[src/rtl/sym_src_upsampler.sv]
// 4-ASK symbol source (PRBS / constant / zero / alternating) upsampled by 4.
// Optional macro ZERO_STUFF_EN: zero-insertion instead of sample-and-hold.
module sym_src_upsampler #(
  parameter logic        [14:0] SEED   = 15'h0001,
  parameter logic signed [17:0] AMP_HI = 18'sd98304,
  parameter logic signed [17:0] AMP_LO = 18'sd32768
) (
  input  logic               clk,
  input  logic               reset,
  input  logic        [1:0]  sw,
  output logic               sam_clk_en,
  output logic               sym_clk_en,
  output logic signed [17:0] x_out,
  output logic        [1:0]  sam_cnt
);

  typedef enum logic [1:0] {
    SRC_PRBS  = 2'b00,
    SRC_CONST = 2'b01,
    SRC_ZERO  = 2'b10,
    SRC_ALT   = 2'b11
  } src_e;

  src_e               src;
  logic        [1:0]  clk_cnt;
  logic        [14:0] lfsr;
  logic        [14:0] lfsr_one;
  logic        [14:0] lfsr_two;
  logic               toggle;
  logic signed [17:0] sym_val;

  assign src        = src_e'(sw);
  assign sam_clk_en = (clk_cnt == 2'd3);
  assign sym_clk_en = (clk_cnt == 2'd3) && (sam_cnt == 2'd3);

  // Two shifts of x^15+x^14+1 per symbol: one 2-bit symbol consumed each time.
  assign lfsr_one = {lfsr[13:0], lfsr[14] ^ lfsr[13]};
  assign lfsr_two = {lfsr_one[13:0], lfsr_one[14] ^ lfsr_one[13]};

  always_comb begin
    sym_val = '0;
    unique case (src)
      SRC_PRBS: begin
        unique case (lfsr[1:0])
          2'b00:   sym_val = -AMP_HI;
          2'b01:   sym_val = -AMP_LO;
          2'b11:   sym_val = AMP_LO;
          default: sym_val = AMP_HI;
        endcase
      end
      SRC_CONST: sym_val = AMP_HI;
      SRC_ZERO:  sym_val = '0;
      SRC_ALT:   sym_val = toggle ? -AMP_HI : AMP_HI;
      default:   sym_val = '0;
    endcase
  end

  always_ff @(posedge clk or negedge reset) begin
    if (!reset) begin
      clk_cnt <= '0;
      sam_cnt <= '0;
      lfsr    <= SEED;
      toggle  <= 1'b0;
      x_out   <= '0;
    end else begin
      clk_cnt <= clk_cnt + 2'd1;
      if (sam_clk_en) begin
        sam_cnt <= sam_cnt + 2'd1;
      end
      if (sym_clk_en) begin
        lfsr  <= lfsr_two;
        x_out <= sym_val;
        if (src == SRC_ALT) begin
          toggle <= ~toggle;
        end
      end
`ifdef ZERO_STUFF_EN
      else if (sam_clk_en) begin
        x_out <= '0;
      end
`endif
    end
  end

endmodule

[config.mk]
export PLATFORM = sky130hd
export DESIGN_NAME = sym_src_upsampler
export DESIGN_NICKNAME = d
export VERILOG_FILES = /design/src/rtl/sym_src_upsampler.sv
export SDC_FILE = /design/constraint.sdc
export NUM_CORES = 1
export LEC_CHECK = 0
export BUFFER_PORTS_ARGS = -buffer_cell sky130_fd_sc_hd__clkbuf_2
export CORE_UTILIZATION = 35
export CTS_CLUSTER_DIAMETER = 40
export CTS_CLUSTER_SIZE = 25
export DETAILED_ROUTE_END_ITERATION = 7
export MAX_ROUTING_LAYER = met4
export PLACE_DENSITY = 0.66
export RECOVER_POWER = 100
export SYNTH_ARGS = -nofsm -noshare
export SYNTH_HDL_FRONTEND = slang
export SYNTH_SLANG_ARGS = --single-unit
export TNS_END_PERCENT = 20
[constraint.sdc]
create_clock -name clk -period 1.6 [get_ports clk]
set_input_delay 0.32 -clock clk [delete_from_list [all_inputs] [get_ports clk]]
set_output_delay 0.32 -clock clk [all_outputs]
set_load 0.05 [all_outputs]
==> qor.tcl, run 1 <==
set qor(timing.final.hold_violations) 0
set qor(tightestPinTransition_ns) 0.556
set qor(timing.max_slew.rel_slack) 0.629
set qor(detail-route-antenna-nets) 0
set qor(avgSynthCellArea_sq_um) 12.5
set qor(cts_tree) {done}
set qor(worstPathRequired_ns) 1.28
set qor(maxCapViolations) 0
set qor(place_inst) 126
set qor(worstPathMaxFanout) 3
set qor(die_h_microns) 57.3
set qor(cts.root.buffer_cell) {sky130_fd_sc_hd__clkbuf_4}
set qor(cp-endpoint) {sym_clk_en}
set qor(floorplan.die_area_sq_um) 3290
set qor(layout_worst_path_cycle_share) 0.971
set qor(fin_cells) 139
set qor(hpwlAfterDp_mm) 1.04
set qor(synth_top_family_by_area) {buffers and inverters}
set qor(critical_path.startpoint_type) {register}
set qor(first_global_vias) 609
set qor(core.rowCount) 19
set qor(postSynth.topFlopCell) {sky130_fd_sc_hd__dfrtp_1}
set qor(htreeDepth) 1
set qor(worst_clock_skew_ns) 0.00491
set qor(achievable-frequency_mhz) 644
set qor(wl_mm) 1.46
set qor(regToRegSetupSlack_ns) 0.10
set qor(yosys.area.top_type_share) 0.514
set qor(cts.sinks) 23
set qor(drcViolationCount) 8
set qor(hp-class) {in -> reg}
set qor(design.portCount) 26
set qor(port_buffers) 10
set qor(cpPeakStageDelay_ns) 0.43
set qor(synth_compound_area_frac) 0.0479
set qor(start_util) 0.379
set qor(r2r-start) {clk_cnt[0]}
set qor(drt_iter0_markers) 15
set qor(synthSimpleGateAreaFrac) 0.0584
set qor(worst_path_max_delay_cell) {sky130_fd_sc_hd__dfrtp_1}
set qor(clkTransAtPathRegs_ns) 0.12
set qor(coreArea_sq_um) 2830
set qor(finalSetupViolCount) 0
set qor(critPathCaptureType) {output pin}
set qor(num_antenna_cells) 0
set qor(crit_path_start) {clk_cnt[0]}
set qor(fin_area_sq_um) 1230
set qor(yosysWarningCount) 0
set qor(globalplace.congestion) 0.691
set qor(post_dp_cell_area_sq_um) 1090
set qor(yosys-mux-area-fraction) 0.126
set qor(grt_start_max_net_pins) 24
set qor(hold_slack_ns) 0.247
set qor(worst-r2r-cell-count) 8
set qor(synth_enable_flop_cells) 0
set qor(critical_path.cell_chain) {ha_4, nand2_4, clkinv_8, clkbuf_16}
set qor(vdd.ir_drop.worst_mv) 0.481
set qor(power.density_cell_area_nw_per_um2) 806
set qor(run_status) {complete, but fails checks}
set qor(routed_via_density) 4.45
set qor(ys_top_cells_by_area) {sky130_fd_sc_hd__dfrtp_1, sky130_fd_sc_hd__mux2_2, sky130_fd_sc_hd__buf_4}
set qor(numCtsBuffers) 3
set qor(area_growth_syn_to_layout_pct) 14.6
set qor(violations_in_the_final_reports) {design-rule violations}
set qor(async_reset_ff_frac) 1.00
set qor(synth_common_cells) {sky130_fd_sc_hd__dfrtp_1, sky130_fd_sc_hd__buf_4, sky130_fd_sc_hd__mux2_2}
set qor(timing_max_transition_violations_final) 0
set qor(final_nets) 117
set qor(power.static_leakage_nw) 0.667
set qor(syn_inst) 86
set qor(post-synth-top-area-cell) {sky130_fd_sc_hd__dfrtp_1}
set qor(total_global_routing_overflow) 0
set qor(cts_buffer_depth) 2
set qor(firstDrtPassIters) 6
set qor(via_count) 619
set qor(routed_length_per_instance_microns) 10.5
set qor(period_minus_slack_ns) 1.55
set qor(synth_cell_area_sq_um) 1070
set qor(die_wd_microns) 57.3
set qor(synth.most_common_cell) {sky130_fd_sc_hd__dfrtp_1}
set qor(synth_sequential_area_ratio) 0.539
set qor(initial_antenna_violation_count) 0
set qor(grt_usage) 0.111
set qor(critPathKind) {reg -> out}
set qor(cp_data_arrival_time_ns) 1.23
set qor(yosys.area_share.xor_xnor) 0.0327
set qor(clock_latency_ns) 0.30
set qor(global_route_wire_length_before_repair_mm) 2.66
set qor(r2r_end) {toggle}
set qor(synthAdderAreaFrac) 0.0467
set qor(distinct_cell_type_count_of_the_synthesized_netlist) 20
set qor(synth.ff_latch_count) 23
set qor(filler_cell_count) 258
set qor(drive_above_1_share) 0.380
## how the worst min path moves through the flow
stage | startpoint | to | cells past startpoint
final | sw[1] | x_out[15] | 2
after detailed placement | reset | lfsr[3] | 1
after floorplan | reset | clk_cnt[0] | 0
after global placement | reset | clk_cnt[0] | 1
after global routing | sw[1] | x_out[15] | 2
after CTS | sw[1] | x_out[15] | 2
## state kept, by name, indices dropped and copies added, names as in the netlist
name / flops
toggle: 1
clk_cnt: 2
x_out: 3
sam_cnt: 2
lfsr: 15
## power by group
group / total [mW] / switching (mW) / internal [mW]
registers: 0.596 / 0.00589 / 0.590
clock network: 0.259 / 0.166 / 0.0932
logic: 0.134 / 0.118 / 0.0163
total: 0.989 / 0.290 / 0.700
## routing by layer
metal / track usage / share of wire / up-vias
li1: - / - / 298
met2: 0.176 / 0.46 / 22
met3: 0.0272 / 0.042 / 4
met4: 0.0523 / 0.014 / 0
met5: - / 0 / -
met1: 0.134 / 0.49 / 295
## what timing repair did
action,in CTS,in global routing
setup endpoints to repair,1,1
hold buffers,1,0
pin swaps,2,2
setup buffers,4,4
gates cloned,0,0
endpoints found under the hold margin,17,0
resized for setup,6,0
## cell families after synthesis
logic type      Yosys count
fa+ha+maj                 4
other cells               1
flops                    23
compound gates            9
mux                      12
xor+xnor                  4
buf+inv                  21
simple gates             12
## placed cells by master (no fill, tap or decap), drive strengths merged
| cell | n |
|---|---|
| dfrtp | 22 |
| conb | 15 |
| clkbuf | 13 |
| mux2 | 12 |
| buf | 9 |
| o21ai | 6 |
| nand2 | 6 |
| inv | 4 |
| ha | 4 |
| nor2 | 3 |
| xor2 | 3 |
| a31oi | 2 |
| clkinv | 2 |
| nand3 | 2 |
| xnor2 | 1 |
| nand2b | 1 |
| o2bb2ai | 1 |
| dlygate4sd3 | 1 |
| dfstp | 1 |
## final cells by class
class,count,area (sq um),area share
repair buffers,20,148,0.120
clock inverters,1,5.00,0.00408
well taps,31,38.8,0.0316
clock buffers,3,22.5,0.0183
flip-flops and latches,23,577,0.470
multi-input cells,56,405,0.330
inverters,5,31.3,0.0255
## critical path: cells and delay by family (launching register included)
kind,cells,cell delay [ns]
DFF,1,0.43
buffers and inverters,2,0.21
adders and majority gates,1,0.18
and+or+nand+nor,1,0.10
## metrics by stage
stage               TNS (ns)  setup slack, ns  total power [mW]  utilization
floorplan                  0           0.0153             0.743            -
global placement           0            0.176             0.739        0.385
detailed placement         0            0.154             0.741        0.385
CTS                        0           0.0288              1.01        0.423
global route        -0.00630         -0.00630              1.03        0.434
finish                     0           0.0461             0.989        0.434
(Power assumes the default switching activity.)
==> run 2: changes to the inputs <==
--- a/config.mk
+++ b/config.mk
@@ -6,12 +6,13 @@
 export NUM_CORES = 1
 export LEC_CHECK = 0
 export BUFFER_PORTS_ARGS = -buffer_cell sky130_fd_sc_hd__clkbuf_2
-export CORE_UTILIZATION = 35
+export CORE_UTILIZATION = 55
 export CTS_CLUSTER_DIAMETER = 40
 export CTS_CLUSTER_SIZE = 25
 export DETAILED_ROUTE_END_ITERATION = 7
+export GPL_ROUTABILITY_DRIVEN = 0
 export MAX_ROUTING_LAYER = met4
-export PLACE_DENSITY = 0.66
+export PLACE_DENSITY = 0.92
 export RECOVER_POWER = 100
 export SYNTH_ARGS = -nofsm -noshare
 export SYNTH_HDL_FRONTEND = slang
==> constraint.sdc (replaced) <==
create_clock -name clk -period 1.8 [get_ports clk]
set_input_delay 0.36 -clock clk [delete_from_list [all_inputs] [get_ports clk]]
set_output_delay 0.36 -clock clk [all_outputs]
set_load 0.05 [all_outputs]
==> qor.tcl, run 2 (same netlist as run 1, synthesis figures left out) <==
set qor(run_status) {finished, final reports clean}
set qor(timing_max_transition_violations_final) 0 ;# unchanged
set qor(drive_above_1_share) 0.260 ;# -0.120
set qor(power.static_leakage_nw) 0.608 ;# -8.9%
set qor(clkTransAtPathRegs_ns) 0.13 ;# about the same
set qor(r2r-start) {sam_cnt[0]}
set qor(most_frequent_standard_cell_in_the_layout_excluding_fill_and_tap_cells) {sky130_fd_sc_hd__dfrtp_1}
set qor(die_wd_microns) 46.1 ;# -20%
set qor(worstPathRequired_ns) 1.44 ;# +0.16 ns
set qor(p_int_mw) 0.619 ;# -12%
set qor(share_seq_of_total_power) 0.603 ;# about the same
set qor(initial_antenna_violation_count) 0 ;# unchanged
set qor(layout.cells.most_common_list) {sky130_fd_sc_hd__dfrtp_1, sky130_fd_sc_hd__conb_1, sky130_fd_sc_hd__mux2_2}
set qor(routed_length_per_instance_microns) 11.7 ;# +11%
set qor(cts_buffer_depth) 2 ;# unchanged
set qor(worst_path_max_delay_cell) {sky130_fd_sc_hd__dfrtp_1}
set qor(cpPeakStageDelay_ns) 0.43 ;# about the same
set qor(timing.max_slew.rel_slack) 0.229 ;# -0.400
set qor(global_route_wire_length_before_repair_mm) 2.27 ;# -15%
set qor(clock_latency_ns) 0.31 ;# about the same
set qor(cts.sinks) 23 ;# unchanged
set qor(design.portCount) 26 ;# unchanged
set qor(layout_worst_path_cycle_share) 0.966
set qor(switching_share) 0.296 ;# +0.00295
set qor(total_global_routing_overflow) 0 ;# unchanged
set qor(area_growth_syn_to_layout_pct) 4.56
set qor(vdd.ir_drop.worst_mv) 0.479 ;# -0.44%
set qor(grt_start_max_net_pins) 24 ;# unchanged
set qor(port_buffers) 10 ;# unchanged
set qor(hpwlAfterDp_mm) 1.01 ;# -3.2%
set qor(hold_slack_ns) 0.242 ;# -0.00561 ns
set qor(start_util) 0.601 ;# +0.222
set qor(largest-register) {lfsr}
set qor(htreeDepth) 1 ;# unchanged
set qor(finalSetupViolCount) 0 ;# unchanged
set qor(routed_via_density) 4.62 ;# +3.7%
set qor(worst-r2r-cell-count) 4 ;# -4
set qor(flip_flop_and_latch_area_sq_um) 577 ;# unchanged
set qor(r2r_end) {lfsr[4]}
set qor(num_antenna_cells) 0 ;# unchanged
set qor(final_util) 0.628 ;# +0.194
set qor(tightestPinTransition_ns) 1.16 ;# +0.600 ns
set qor(timing.final.hold_violations) 0 ;# unchanged
set qor(regToRegSetupSlack_ns) 0.24 ;# +0.14 ns
set qor(buffer_and_inverter_count_on_the_worst_path) 2 ;# unchanged
set qor(share_clk_of_total_power) 0.266 ;# +0.004
set qor(coreArea_sq_um) 1780 ;# -37%
set qor(worstPathMaxFanout) 19 ;# +16
set qor(combinationalPowerShare) 0.131 ;# -0.004
set qor(biggestRegsByFlops) {lfsr (15), x_out (3)}
set qor(wl_mm) 1.46 ;# about the same
set qor(cp_data_arrival_time_ns) 1.38 ;# +0.15 ns
set qor(firstDrtPassIters) 4 ;# -2
set qor(detail-route-antenna-nets) 0 ;# unchanged
set qor(drt_iter0_markers) 6 ;# -9
set qor(power.density_cell_area_nw_per_um2) 785 ;# -2.6%
set qor(maxCapViolations) 0 ;# unchanged
set qor(die_h_microns) 46.1 ;# -20%
set qor(worst_clock_skew_ns) 0.0105 ;# +0.00561 ns
set qor(net-switching-power_mw) 0.260 ;# -10%
set qor(grt_usage) 0.163 ;# +0.0518
set qor(critPathKind) {reg -> out}
set qor(report.power.total_mw) 0.879 ;# -11%
set qor(numCtsBuffers) 3 ;# unchanged
set qor(floorplan.die_area_sq_um) 2130 ;# -35%
set qor(filler_cell_count) 145 ;# -44%
set qor(achievable-frequency_mhz) 575
set qor(critPathCaptureType) {output pin}
set qor(first_global_vias) 500 ;# -18%
set qor(period_minus_slack_ns) 1.74
set qor(critical_path.startpoint_type) {register}
set qor(drcViolationCount) 0 ;# -8
set qor(via_count) 577 ;# -6.8%
set qor(core.rowCount) 15 ;# -4
set qor(largest_reg_flops) 15 ;# unchanged
set qor(cts.root.buffer_cell) {sky130_fd_sc_hd__clkbuf_4}
set qor(gate_family_responsible_for_the_most_delay_along_the_worst_path) {flip-flops}
set qor(cts_tree) {done}
set qor(critical_path.cell_chain) {ha_1, nand2_4, clkinv_8, clkbuf_8}
set qor(multi_input_area_sq_um) 388 ;# -4.3%
set qor(hp-class) {in -> async}
set qor(final_nets) 109 ;# -6.8%
[run 2: cell count changes in the layout (fill, tap and decap cells not counted)]
cell,previous run,this run
sky130_fd_sc_hd__dfstp_2,1,0
sky130_fd_sc_hd__clkbuf_16,1,0
sky130_fd_sc_hd__buf_4,9,1
sky130_fd_sc_hd__ha_1,2,3
sky130_fd_sc_hd__nand3_2,1,0
sky130_fd_sc_hd__clkbuf_8,0,1
sky130_fd_sc_hd__dfstp_1,0,1
sky130_fd_sc_hd__clkbuf_1,0,5
sky130_fd_sc_hd__nand3_1,1,2
sky130_fd_sc_hd__dlygate4sd3_1,1,0
sky130_fd_sc_hd__clkbuf_2,9,5
sky130_fd_sc_hd__ha_4,1,0
[run 2: timing repair]
item	in CTS	in global routing
setup endpoints to repair	1	1
hold buffers	0	0
buffers inserted	1	1
resized for setup	3	1
pin swaps	1	0
[run 2: layout make-up]
type | count | area share
clock buffers | 3 | 0.0201
repair buffers | 12 | 0.0581
multi-input cells | 56 | 0.346
flip-flops and latches | 23 | 0.515
clock inverters | 1 | 0.00447
well taps | 25 | 0.0279
inverters | 5 | 0.0279
[run 2: per-layer routing]
metal	up-vias	share of wire	global-route usage
li1	284	-	-
met1	274	0.47	0.208
met2	19	0.50	0.251
met3	0	0.038	0.0353
met4	0	0	0.0706
met5	-	0	-
[run 2: how the worst max path moves through the flow]
stage / from / end / slack [ns] / depth (start not counted)
after global routing: sam_cnt[0] / sym_clk_en / -0.0005 / 4
after floorplan: clk_cnt[0] / sym_clk_en / 0.11 / 4
after CTS: clk_cnt[0] / sym_clk_en / 0.004 / 4
after detailed placement: clk_cnt[0] / sym_clk_en / 0.21 / 4
after global placement: clk_cnt[0] / sym_clk_en / 0.26 / 4
final: sam_cnt[0] / sym_clk_en / 0.06 / 4
[run 2: stage by stage]
stage	instances	cell area [sq um]	TNS, ns	setup slack [ns]
after floorplan	100	1120	0	0.105
after global placement	119	1070	0	0.256
after detailed placement	119	1070	0	0.210
after CTS	124	1120	0	0.00369
after global routing	125	1120	-0.000539	-0.000539
final	125	1120	0	0.0615
[run 2: power by group through the flow]
stage / registers [mW] / logic, mW / clock network [mW]
after floorplan: 0.556 / 0.105 / 0
after global placement: 0.540 / 0.116 / 0
after detailed placement: 0.540 / 0.117 / 0
after CTS: 0.530 / 0.117 / 0.243
after global routing: 0.531 / 0.123 / 0.260
final: 0.530 / 0.115 / 0.234
==> run 3: changes to the inputs <==
--- a/config.mk
+++ b/config.mk
@@ -6,7 +6,9 @@
 export NUM_CORES = 1
 export LEC_CHECK = 0
 export BUFFER_PORTS_ARGS = -buffer_cell sky130_fd_sc_hd__clkbuf_2
-export CORE_UTILIZATION = 55
+export CELL_PAD_IN_SITES_DETAIL_PLACEMENT = 2
+export CELL_PAD_IN_SITES_GLOBAL_PLACEMENT = 2
+export CORE_UTILIZATION = 36
 export CTS_CLUSTER_DIAMETER = 40
 export CTS_CLUSTER_SIZE = 25
 export DETAILED_ROUTE_END_ITERATION = 7
==> qor.tcl, run 3 (same netlist as run 1, synthesis figures left out) <==
set qor(total_global_routing_overflow) 0 ;# unchanged
set qor(routed_length_per_instance_microns) 15.3 ;# +31%
set qor(post-route-worst-setup-slack_ns) 0.0742 ;# +0.0127 ns
set qor(achievable-frequency_mhz) 579 ;# +0.74%
set qor(start_util) 0.385 ;# -0.216
set qor(timing_max_transition_violations_final) 0 ;# unchanged
set qor(period_minus_slack_ns) 1.73 ;# -0.0127 ns
set qor(cts.sinks) 23 ;# unchanged
set qor(critPathKind) {reg -> out}
set qor(critPathCaptureType) {output pin}
set qor(power.density_cell_area_nw_per_um2) 785 ;# about the same
set qor(regToRegSetupSlack_ns) 0.27 ;# +0.03 ns
set qor(r2r_end) {lfsr[5]}
set qor(layout.cells.most_common_list) {sky130_fd_sc_hd__dfrtp_1, sky130_fd_sc_hd__conb_1, sky130_fd_sc_hd__mux2_2}
set qor(coreArea_sq_um) 2780 ;# +56%
set qor(cts-hold-fix-buffers) 0 ;# unchanged
set qor(worstPathMaxFanout) 19 ;# unchanged
set qor(cts_tree) {done}
set qor(drive_above_1_share) 0.222 ;# -0.0378
set qor(first_global_vias) 685 ;# +37%
set qor(place_inst) 125 ;# +5.0%
set qor(die_h_microns) 56.5 ;# +23%
set qor(grt_start_max_net_pins) 24 ;# unchanged
set qor(cp_data_arrival_time_ns) 1.37 ;# about the same
set qor(worstPathRequired_ns) 1.44 ;# about the same
set qor(clkTransAtPathRegs_ns) 0.11 ;# -0.02 ns
set qor(hpwlAfterDp_mm) 1.57 ;# +55%
set qor(firstDrtPassIters) 2 ;# -2
set qor(global_route_wire_length_before_repair_mm) 3.51 ;# +55%
set qor(timing.setup.tns_ns) 0 ;# unchanged
set qor(final_nets) 108 ;# -0.92%
set qor(numCtsBuffers) 3 ;# unchanged
set qor(timing.final.hold_violations) 0 ;# unchanged
set qor(biggestRegsByFlops) {lfsr (15), x_out (3)}
set qor(layout_worst_path_cycle_share) 0.959 ;# -0.00708
set qor(detail-route-antenna-nets) 0 ;# unchanged
set qor(design.portCount) 26 ;# unchanged
set qor(htreeDepth) 1 ;# unchanged
set qor(power.static_leakage_nw) 0.590 ;# -2.9%
set qor(r2r-start) {clk_cnt[0]}
set qor(floorplan.die_area_sq_um) 3200 ;# +50%
set qor(worst_slack_at_placement_ns) 0.162 ;# -0.0485 ns
set qor(routed_via_density) 4.78 ;# +3.5%
set qor(largest-register) {lfsr}
set qor(worst_clock_skew_ns) 0.00702 ;# -0.00350 ns
set qor(wl_mm) 1.99 ;# +36%
set qor(critical_path.startpoint_type) {register}
set qor(fin_cells) 130 ;# +4.0%
set qor(run_status) {finished, final reports clean}
set qor(grt_usage) 0.155 ;# -0.00789
set qor(most_frequent_standard_cell_in_the_layout_excluding_fill_and_tap_cells) {sky130_fd_sc_hd__dfrtp_1}
set qor(via_count) 621 ;# +7.6%
set qor(vdd.ir_drop.worst_mv) 0.487 ;# +1.6%
set qor(drt_iter0_markers) 12 ;# +6
set qor(cts_buffer_depth) 2 ;# unchanged
set qor(die_wd_microns) 56.5 ;# +23%
set qor(clock_latency_ns) 0.31 ;# about the same
set qor(worst-r2r-cell-count) 4 ;# unchanged
set qor(initial_antenna_violation_count) 0 ;# unchanged
set qor(unrepaired_setup_endpoints_after_global_routing) {false}
set qor(final_util) 0.402 ;# -0.226
set qor(hp-class) {in -> async}
set qor(maxCapViolations) 0 ;# unchanged
set qor(tightestPinTransition_ns) 1.20 ;# +0.0418 ns
set qor(drcViolationCount) 0 ;# unchanged
set qor(largest_reg_flops) 15 ;# unchanged
set qor(area_growth_syn_to_layout_pct) 4.44
set qor(report.power.total_mw) 0.878 ;# about the same
set qor(finalSetupViolCount) 0 ;# unchanged
set qor(port_buffers) 10 ;# unchanged
set qor(cts.root.buffer_cell) {sky130_fd_sc_hd__clkbuf_4}
set qor(num_antenna_cells) 0 ;# unchanged
set qor(timing.max_slew.rel_slack) 0.201 ;# -0.0279
set qor(core.rowCount) 19 ;# +4
[run 3: cell types whose count changed in the layout (fill, tap and decap cells not counted), sizes merged]
cell	change
clkbuf	+1
clkinv	-1
buf	-1
[run 3: what timing repair did]
action                     CTS  global route
pin swaps                    1             0
setup endpoints to repair    1             1
setup buffers                1             0
gates resized for setup      4             1
[run 3: power breakdown]
part | internal, mW | total (mW) | switching, mW
Clock | 0.0868 | 0.230 | 0.144
Sequential | 0.524 | 0.530 | 0.00559
Combinational | 0.0115 | 0.118 | 0.106
[run 3: cell type report]
type | count | area [sq um]
Clock buffer | 4 | 26.3
Fill cell | 303 | 1660
Timing Repair Buffer | 11 | 55.1
Inverter | 5 | 31.3
Tap cell | 31 | 38.8
Sequential cell | 23 | 577
Multi-Input combinational cell | 56 | 390
[run 3: layer usage]
layer / track usage / wire [microns] / vias to the layer above / part of all wire
li1: - / - / 278 / -
met1: 0.163 / 715 / 319 / 0.36
met2: 0.264 / 1120 / 19 / 0.56
met3: 0.0415 / 98 / 5 / 0.049
met4: 0.0836 / 55 / 0 / 0.028
met5: - / 0 / - / 0
[run 3: worst max path at each step]
| stage | cells after the start | end | from |
|---|---|---|---|
| global placement | 4 | sym_clk_en | clk_cnt[0] |
| floorplan | 4 | sym_clk_en | clk_cnt[0] |
| CTS | 4 | sym_clk_en | sam_cnt[0] |
| detailed placement | 4 | sym_clk_en | clk_cnt[0] |
| global route | 4 | sym_clk_en | clk_cnt[0] |
| finish | 4 | sym_clk_en | clk_cnt[0] |
[run 3: critical path, stage by stage (launching register included)]
cell and delay, ns:
sky130_fd_sc_hd__dfrtp_1 0.41, sky130_fd_sc_hd__ha_2 0.24, sky130_fd_sc_hd__nand2_4 0.10, sky130_fd_sc_hd__clkinv_8 0.10, sky130_fd_sc_hd__clkbuf_8 0.19
[run 3: stage by stage]
stage                     area, sq um  hold WS (ns)
after floorplan                  1120        0.0644
after CTS                        1130        0.0251
after global placement           1080         0.362
after global routing             1120         0.297
after detailed placement         1080         0.379
final                            1120         0.260
